### config.mk
export PLATFORM = sky130hd
export DESIGN_NAME = multi_alarm_clock_core
export DESIGN_NICKNAME = d
export VERILOG_FILES = /design/src/rtl/clock_pkg.sv /design/src/rtl/clock_tick_gen.sv /design/src/rtl/multi_alarm_clock_core.sv
export SDC_FILE = /design/constraint.sdc
export NUM_CORES = 1
export LEC_CHECK = 0
export ABC_AREA = 0
export CAP_MARGIN = 20
export CELL_PAD_IN_SITES_DETAIL_PLACEMENT = 0
export CELL_PAD_IN_SITES_GLOBAL_PLACEMENT = 1
export CORE_UTILIZATION = 27
export CTS_BUF_LIST = sky130_fd_sc_hd__clkbuf_4 sky130_fd_sc_hd__clkbuf_8
export CTS_CLUSTER_SIZE = 30
export DETAILED_ROUTE_END_ITERATION = 10
export PLACE_DENSITY = 0.58
export RECOVER_POWER = 25
export SLEW_MARGIN = 20
export SYNTH_ARGS = -nofsm -noshare
export SYNTH_HDL_FRONTEND = slang
export SYNTH_SLANG_ARGS = --single-unit
### constraint.sdc
create_clock -name clk -period 5.25 [get_ports clk]
set_clock_uncertainty 0.15 [all_clocks]
set_input_delay 1.3125 -clock clk [delete_from_list [all_inputs] [get_ports clk]]
set_output_delay 1.3125 -clock clk [all_outputs]
set_load 0.05 [all_outputs]
### src/rtl/clock_pkg.sv
// Shared encodings, limits and field helpers for the multi-alarm clock core.
// The SNOOZE alarm state exists only when MULTI_ALARM_SNOOZE_EN is defined.
package clock_pkg;

   typedef enum logic [1:0] {
      MODE_CLOCK     = 2'd0,
      MODE_SET_TIME  = 2'd1,
      MODE_SET_ALARM = 2'd2
   } mode_e;

   typedef enum logic [1:0] {
      POS_SEC  = 2'd0,
      POS_MIN  = 2'd1,
      POS_HOUR = 2'd2
   } pos_e;

   typedef enum logic [1:0] {
      AL_IDLE    = 2'd0,
`ifdef MULTI_ALARM_SNOOZE_EN
      AL_SNOOZE  = 2'd2,
`endif
      AL_RINGING = 2'd1
   } alarm_state_e;

   localparam logic [5:0] HOUR_MAX = 6'd23;
   localparam logic [5:0] MIN_MAX  = 6'd59;
   localparam logic [5:0] SEC_MAX  = 6'd59;

   typedef struct packed {
      logic [5:0] hour;
      logic [5:0] minute;
      logic [5:0] second;
   } hms_t;

   function automatic logic [5:0] wrap_inc(input logic [5:0] v, input logic [5:0] max);
      return (v >= max) ? 6'd0 : v + 6'd1;
   endfunction

   // Single-field edit: wraps within the field, never carries into the next one.
   function automatic hms_t edit_field(input hms_t t, input pos_e p);
      hms_t res;
      res = t;
      case (p)
         POS_SEC: res.second = wrap_inc(t.second, SEC_MAX);
         POS_MIN: res.minute = wrap_inc(t.minute, MIN_MAX);
         default: res.hour   = wrap_inc(t.hour, HOUR_MAX);
      endcase
      return res;
   endfunction

endpackage

### src/rtl/clock_tick_gen.sv
// Seconds prescaler: counts 0..CLK_HZ-1 and flags the terminal count for one cycle.
module clock_tick_gen #(
   parameter  int CLK_HZ = 50_000_000,
   localparam int CNT_W  = $clog2(CLK_HZ)
) (
   input  logic clk,
   input  logic rst_n,
   input  logic i_clear,
   output logic o_tick
);

   logic [CNT_W-1:0] r_cnt;

   assign o_tick = (r_cnt == CNT_W'(CLK_HZ - 1));

   // NOTE: sequential state uses <= so every flop samples pre-edge values.
   always_ff @(posedge clk or negedge rst_n) begin
      if (!rst_n) begin
         r_cnt <= '0;
      end else if (i_clear || o_tick) begin
         r_cnt <= '0;
      end else begin
         r_cnt <= r_cnt + CNT_W'(1);
      end
   end

endmodule

### src/rtl/multi_alarm_clock_core.sv
// Timekeeping, set-mode FSM, NUM_ALARMS alarm slots and ring FSM.
// Define MULTI_ALARM_SNOOZE_EN to build in the SNOOZE state and its timer.
module multi_alarm_clock_core
   import clock_pkg::*;
#(
   parameter  int CLK_HZ        = 50_000_000,
   parameter  int NUM_ALARMS    = 4,
   parameter  int ALARM_DUR_SEC = 60,
   parameter  int SNOOZE_MIN    = 5,
   localparam int SEL_W         = (NUM_ALARMS > 1) ? $clog2(NUM_ALARMS) : 1
) (
   input  logic                  clk,
   input  logic                  rst_n,
   input  logic                  i_mode,
   input  logic                  i_pos,
   input  logic                  i_inc,
   input  logic                  i_ack,
   input  logic [SEL_W-1:0]      i_alarm_sel,
   input  logic [NUM_ALARMS-1:0] i_alarm_en,
   output logic [5:0]            o_hour,
   output logic [5:0]            o_min,
   output logic [5:0]            o_sec,
   output logic [1:0]            o_mode,
   output logic [1:0]            o_position,
   output logic                  o_tick,
   output logic [NUM_ALARMS-1:0] o_alarm_hit,
   output logic                  o_buzz_en
);

   localparam int SNOOZE_TICKS = SNOOZE_MIN * 60;
   localparam int TMR_MAX      = (ALARM_DUR_SEC > SNOOZE_TICKS) ? ALARM_DUR_SEC : SNOOZE_TICKS;
   localparam int TMR_W        = $clog2(TMR_MAX + 1);

   mode_e                 r_mode, w_mode_nxt;
   pos_e                  r_pos, w_pos_nxt;
   hms_t                  r_time, w_time_adv, w_sel_alarm, w_disp;
   hms_t                  r_alarm [NUM_ALARMS];
   logic                  r_tick;
   logic                  w_ps_tick, w_ps_clr, w_adv, w_inc;
   logic                  w_match, w_slot_en;
   logic [NUM_ALARMS-1:0] w_match_hit, r_hit, w_hit_nxt;
   alarm_state_e          r_al_state, w_al_nxt;
   logic [TMR_W-1:0]      r_tmr, w_tmr_nxt;

   // Leaving SET_TIME restarts the second so the edited time begins on a full second.
   assign w_ps_clr = i_mode && (r_mode == MODE_SET_TIME);
   assign w_adv    = w_ps_tick && (r_mode != MODE_SET_TIME);
   assign w_inc    = i_inc && !i_mode && !i_pos;

   clock_tick_gen #(.CLK_HZ(CLK_HZ)) u_tick_gen (
      .clk     (clk),
      .rst_n   (rst_n),
      .i_clear (w_ps_clr),
      .o_tick  (w_ps_tick)
   );

   // NOTE: every output of a combinational block gets a default first, so no latch is inferred.
   always_comb begin
      w_mode_nxt = r_mode;
      w_pos_nxt  = r_pos;
      if (i_mode) begin
         case (r_mode)
            MODE_CLOCK:    w_mode_nxt = MODE_SET_TIME;
            MODE_SET_TIME: w_mode_nxt = MODE_SET_ALARM;
            default:       w_mode_nxt = MODE_CLOCK;
         endcase
         w_pos_nxt = POS_SEC;
      end else if (i_pos && (r_mode != MODE_CLOCK)) begin
         case (r_pos)
            POS_SEC: w_pos_nxt = POS_MIN;
            POS_MIN: w_pos_nxt = POS_HOUR;
            default: w_pos_nxt = POS_SEC;
         endcase
      end
   end

   always_ff @(posedge clk or negedge rst_n) begin
      if (!rst_n) begin
         r_mode <= MODE_CLOCK;
         r_pos  <= POS_SEC;
      end else begin
         r_mode <= w_mode_nxt;
         r_pos  <= w_pos_nxt;
      end
   end

   always_comb begin
      w_time_adv        = r_time;
      w_time_adv.second = wrap_inc(r_time.second, SEC_MAX);
      if (r_time.second == SEC_MAX) begin
         w_time_adv.minute = wrap_inc(r_time.minute, MIN_MAX);
         if (r_time.minute == MIN_MAX) begin
            w_time_adv.hour = wrap_inc(r_time.hour, HOUR_MAX);
         end
      end
   end

   always_ff @(posedge clk or negedge rst_n) begin
      if (!rst_n) begin
         r_time <= '0;
         r_tick <= 1'b0;
      end else begin
         r_tick <= w_adv;
         if (w_adv) begin
            r_time <= w_time_adv;
         end else if (w_inc && (r_mode == MODE_SET_TIME)) begin
            r_time <= edit_field(r_time, r_pos);
         end
      end
   end

   // NOTE: the alarm array is reset on purpose; every slot must read 00:00:00 after reset.
   always_ff @(posedge clk or negedge rst_n) begin
      if (!rst_n) begin
         for (int i = 0; i < NUM_ALARMS; i++) r_alarm[i] <= '0;
      end else if (w_inc && (r_mode == MODE_SET_ALARM)) begin
         for (int i = 0; i < NUM_ALARMS; i++) begin
            if (i == int'(i_alarm_sel)) r_alarm[i] <= edit_field(r_alarm[i], r_pos);
         end
      end
   end

   always_comb begin
      w_sel_alarm = '0;
      for (int i = 0; i < NUM_ALARMS; i++) begin
         if (i == int'(i_alarm_sel)) w_sel_alarm = r_alarm[i];
      end
   end

   assign w_disp = (r_mode == MODE_SET_ALARM) ? w_sel_alarm : r_time;

   // Scanning downwards leaves the lowest matching slot as the winner.
   always_comb begin
      w_match     = 1'b0;
      w_match_hit = '0;
      for (int i = NUM_ALARMS - 1; i >= 0; i--) begin
         if (i_alarm_en[i] && (r_alarm[i] == r_time)) begin
            w_match        = 1'b1;
            w_match_hit    = '0;
            w_match_hit[i] = 1'b1;
         end
      end
   end

   assign w_slot_en = |(i_alarm_en & r_hit);

   // r_tick marks a genuine advance, so edits alone can never start a ring.
   always_comb begin
      w_al_nxt  = r_al_state;
      w_hit_nxt = r_hit;
      w_tmr_nxt = r_tmr;
      case (r_al_state)
         AL_IDLE: begin
            if (r_tick && w_match) begin
               w_al_nxt  = AL_RINGING;
               w_hit_nxt = w_match_hit;
               w_tmr_nxt = '0;
            end
         end
         AL_RINGING: begin
            if (!w_slot_en) begin
               w_al_nxt = AL_IDLE;
            end else if (i_ack) begin
`ifdef MULTI_ALARM_SNOOZE_EN
               w_al_nxt  = AL_SNOOZE;
               w_tmr_nxt = '0;
`else
               w_al_nxt  = AL_IDLE;
`endif
            end else if (r_tick) begin
               if (r_tmr == TMR_W'(ALARM_DUR_SEC - 1)) w_al_nxt = AL_IDLE;
               else                                     w_tmr_nxt = r_tmr + TMR_W'(1);
            end
         end
`ifdef MULTI_ALARM_SNOOZE_EN
         AL_SNOOZE: begin
            if (!w_slot_en || i_ack) begin
               w_al_nxt = AL_IDLE;
            end else if (r_tick) begin
               if (r_tmr == TMR_W'(SNOOZE_TICKS - 1)) begin
                  w_al_nxt  = AL_RINGING;
                  w_tmr_nxt = '0;
               end else begin
                  w_tmr_nxt = r_tmr + TMR_W'(1);
               end
            end
         end
`endif
         default: w_al_nxt = AL_IDLE;
      endcase
      if (w_al_nxt == AL_IDLE) w_hit_nxt = '0;
   end

   always_ff @(posedge clk or negedge rst_n) begin
      if (!rst_n) begin
         r_al_state <= AL_IDLE;
         r_hit      <= '0;
         r_tmr      <= '0;
      end else begin
         r_al_state <= w_al_nxt;
         r_hit      <= w_hit_nxt;
         r_tmr      <= w_tmr_nxt;
      end
   end

   assign o_hour      = w_disp.hour;
   assign o_min       = w_disp.minute;
   assign o_sec       = w_disp.second;
   assign o_mode      = r_mode;
   assign o_position  = r_pos;
   assign o_tick      = r_tick;
   assign o_alarm_hit = r_hit;
   assign o_buzz_en   = (r_al_state == AL_RINGING);

endmodule

==> impl_results.md <==
* Largest area contributor in the netlist: dfrtp_1
* Final Max Tran Viols at 85
* Total grt overflow at 0
* Worst-Margin Slew at roughly 2.3 ns
* Post-CTS Setup Inserts at 0
* Worst EP required at 3.79 ns
* Buffers added on ports at 39
* CP Max Fanout at 22
* Worst slew margin at -50.78%
* Combinational share of power at 31.5%
* Post-synth top area share at between 40% and 50%
* Io pins at 40
* Initial antenna violation count at 0
* RSZ-0062 raised after global routing: false
* Final-report hold violation count at 0
* DRT Pass-1 Iters at 7
* Nets at between 900 and 1,000
* Setup violations, final at 0
* Rows at 64
* Util after Layout at a little under a third
* Worst hold path type: reg -> reg
* Worst hold path startpoint: o_alarm_hit[2]$_DFFE_PN0P_
* Clk root buf: clkbuf_8
* Max clock buf depth at 2
* Main synth FF type: dfrtp_1
* Avg Inst Size Synth at 9.260 um^2
* Final Cycle Share at around 87%
* Cts hold-fix bufs at 0
* Overall Global Routing Usage at approximately 16%
* Starting density of the core at between 20% and 30%
* Initial DRC Count at a little over 400
* Htree depth at 4
* Synth Warn # at 0
* Total number of vias at 6,771
* Final instance area at between 9000 and 10,000 um^2
* Lkg Pwr at approximately 4 nW
* Sequential share of the synthesized area at roughly two fifths
* Crit path kind: in -> out
* Clock transition at the registers of the reported paths at approximately 0.080 ns
* Shortest period the worst path allows at between 4 and 5 ns
* Critical Path End: o_sec[0]
* Area delta synth->final at 12.47%
* Maxcap violations at 1
* R2r setup slk at ~2.3 ns
* Total core area at roughly 31,000 um^2
* Nature of the critical path startpoint: input port
* Synthesized area at about 8400 um^2
* Worst-Skew Late Latency at approximately 0.46 ns
* First-pass GRT wire length at ~38 mm
* Synth unique cells at 55
* Area contributors post-synth: dfrtp_1 40%, xor2_1 6.6%, o21ai_0 5.3%
* Total die area at between 30,000 and 40,000 um^2
* Die width at 178.5 um
* Yosys reg bits at ~140
* Syn Nets at approximately 940
* Post-synthesis instance total at 908
* Most frequent cell after synthesis: dfrtp_1
* GPL Wtd Cong at a little over 0.8
* Number of global-route vias before repair at ~6,600
* Post-detail-place hpwl at ~17 mm
* Synth top cells by count: 136 x dfrtp_1, 89 x nand2_1, 89 x o21ai_0, 71 x nor2_1, 63 x xor2_1
* WP data arrival at approximately 3 ns
* CTS tree: built
* Routed length per instance at around 18 um
* Fin worst setup slack at between 0.7 and 0.8 ns
* CTS Buf Count at 17
* Worst R2R Path Depth at 5
* Cell Chain, Critical Path: clkdlybuf4s50_1 > buf_12 > mux4_2 > mux2_2 > buf_4
* Slowest cell delay on critical path at 0.52 ns
* Number of synthesized flops with an enable pin at 0
* Crit path from: i_alarm_sel[0]
* Worst R2R End: r_al_state[0]$_DFF_PN0_
* DRC at 0
* Critical Path Sink Type: output pin
* Final WL at approximately 24 mm
* Placed cell area at 9097 um^2
* Outcome: complete, but fails checks
* Setup WS pre-CTS at around 0.70 ns
* Sw frac at between 30% and 40%
* VDD IR max at around 0.00022 V
* CP max-delay cell: mux4_2
* CTS Sinks at between 100 and 150
* Ys async rst share at 100.0%
* Setup TNS at 0 ns
* Post-cts sizing count at 0
* FMAX at about 220 MHz
* Antenna diode count at 0
* Die Ht at between 150 and 200 um
* DRT antenna net count at 0
* Net Sw Power at 1.277 mW
* Via/cell ratio at roughly 5.1
* Pwr Total at roughly 3.2 mW
* Sequential share of power at 42.6%
* P_int at 1.921 mW
* Clock group share of total power at approximately a quarter
* Share of layout cells above drive strength 1 at between 10% and 20%
* Power per cell area at ~340 nW/um^2
* R2R Path Start: r_time[10]$_DFFE_PN0P_
* Largest net degree at the start of global routing at 85
* Failing checks: max-capacitance violations, max-slew violations
==> sequential cells by signal, indices dropped and copies added (netlist names) <==
name	flops
o_alarm_hit	4
o_mode	2
o_position	2
o_tick	1
r_al_state	2
r_alarm	72
r_time	18
r_tmr	9
u_tick_gen.r_cnt	26
==> placed cells by master (no fill, tap or decap), types with 9 or more instances in the layout <==
master | synthesis | routed
nand4_1 | 37 | 37
mux2_2 | 19 | 19
o21ai_0 | 89 | 89
nor4_1 | 10 | 10
nor3_1 | 21 | 21
buf_4 | 0 | 22
and3_1 | 26 | 26
clkdlybuf4s50_1 | 0 | 20
nand2b_1 | 12 | 12
clkbuf_8 | 0 | 19
nand3_1 | 38 | 38
a21oi_1 | 27 | 27
nor2b_1 | 10 | 9
o21a_1 | 10 | 10
xnor2_1 | 36 | 36
nor2_1 | 71 | 71
o31ai_1 | 21 | 21
ha_1 | 17 | 17
dfrtp_1 | 136 | 136
nand2_1 | 89 | 89
and2_1 | 16 | 16
a21o_1 | 16 | 16
xor2_1 | 63 | 63
mux4_2 | 18 | 18
==> worst min-delay path by stage <==
stage                     cells after the start                             to
after floorplan                               1  u_tick_gen.r_cnt[0]$_DFF_PN0_
after global placement                        2     o_alarm_hit[1]$_DFFE_PN0P_
after detailed placement                      2     o_alarm_hit[2]$_DFFE_PN0P_
after CTS                                     2     o_alarm_hit[2]$_DFFE_PN0P_
after global routing                          1  u_tick_gen.r_cnt[0]$_DFF_PN0_
final                                         2     o_alarm_hit[2]$_DFFE_PN0P_
==> layout make-up <==
type | instances | area [um^2]
tap | 396 | 495.5
fill | 3252 | 21130
multi-input combinational | 710 | 4772
clock buffer | 19 | 261.5
sequential | 136 | 3403
clock inverter | 12 | 103.9
inverter | 8 | 30.03
timing repair buffer | 44 | 390.4
==> power by group through the flow <==
stage	Clock, mW	Sequential [mW]	Combinational (mW)
after CTS	0.864	1.36	1.02
final	0.830	1.36	1.01
after global placement	0	1.38	1.01
after floorplan	0	1.27	0.788
after global routing	0.903	1.38	1.09
after detailed placement	0	1.38	1.02
==> cells by family after synthesis <==
logic type	count (synthesis)	share of synthesized area (%)
AND/OR/NAND/NOR	359	22.04
AO/OA/AOI/OAI	195	14.14
flip-flops	136	40.48
XOR/XNOR	99	10.31
buffers and inverters	62	2.857
multiplexers	38	7.485
adder cells (fa/ha/maj)	18	2.649
other	1	0.04460
==> through the flow <==
step	cells	hold slack, ns
after floorplan	908	0.3261
after global placement	1294	0.3645
after detailed placement	1294	0.3593
after CTS	1325	0.3773
after global routing	1325	0.4116
final	1325	0.3684
==> metal layers <==
layer  GRT usage [%]  part of all wire [%]  routed length [um]
met2           25.44                    47               11300
met1           22.33                    49               11800
met5               0                     0                   0
met4           4.520                   1.6                 375
met3           2.430                   2.7                 658
==> worst max-delay path, delay by kind of cell <==
kind | cells | cell delay (ns)
mux | 2 | 0.83
buf+inv | 3 | 0.91
Note: power is estimated with default switching activity, not from simulation.
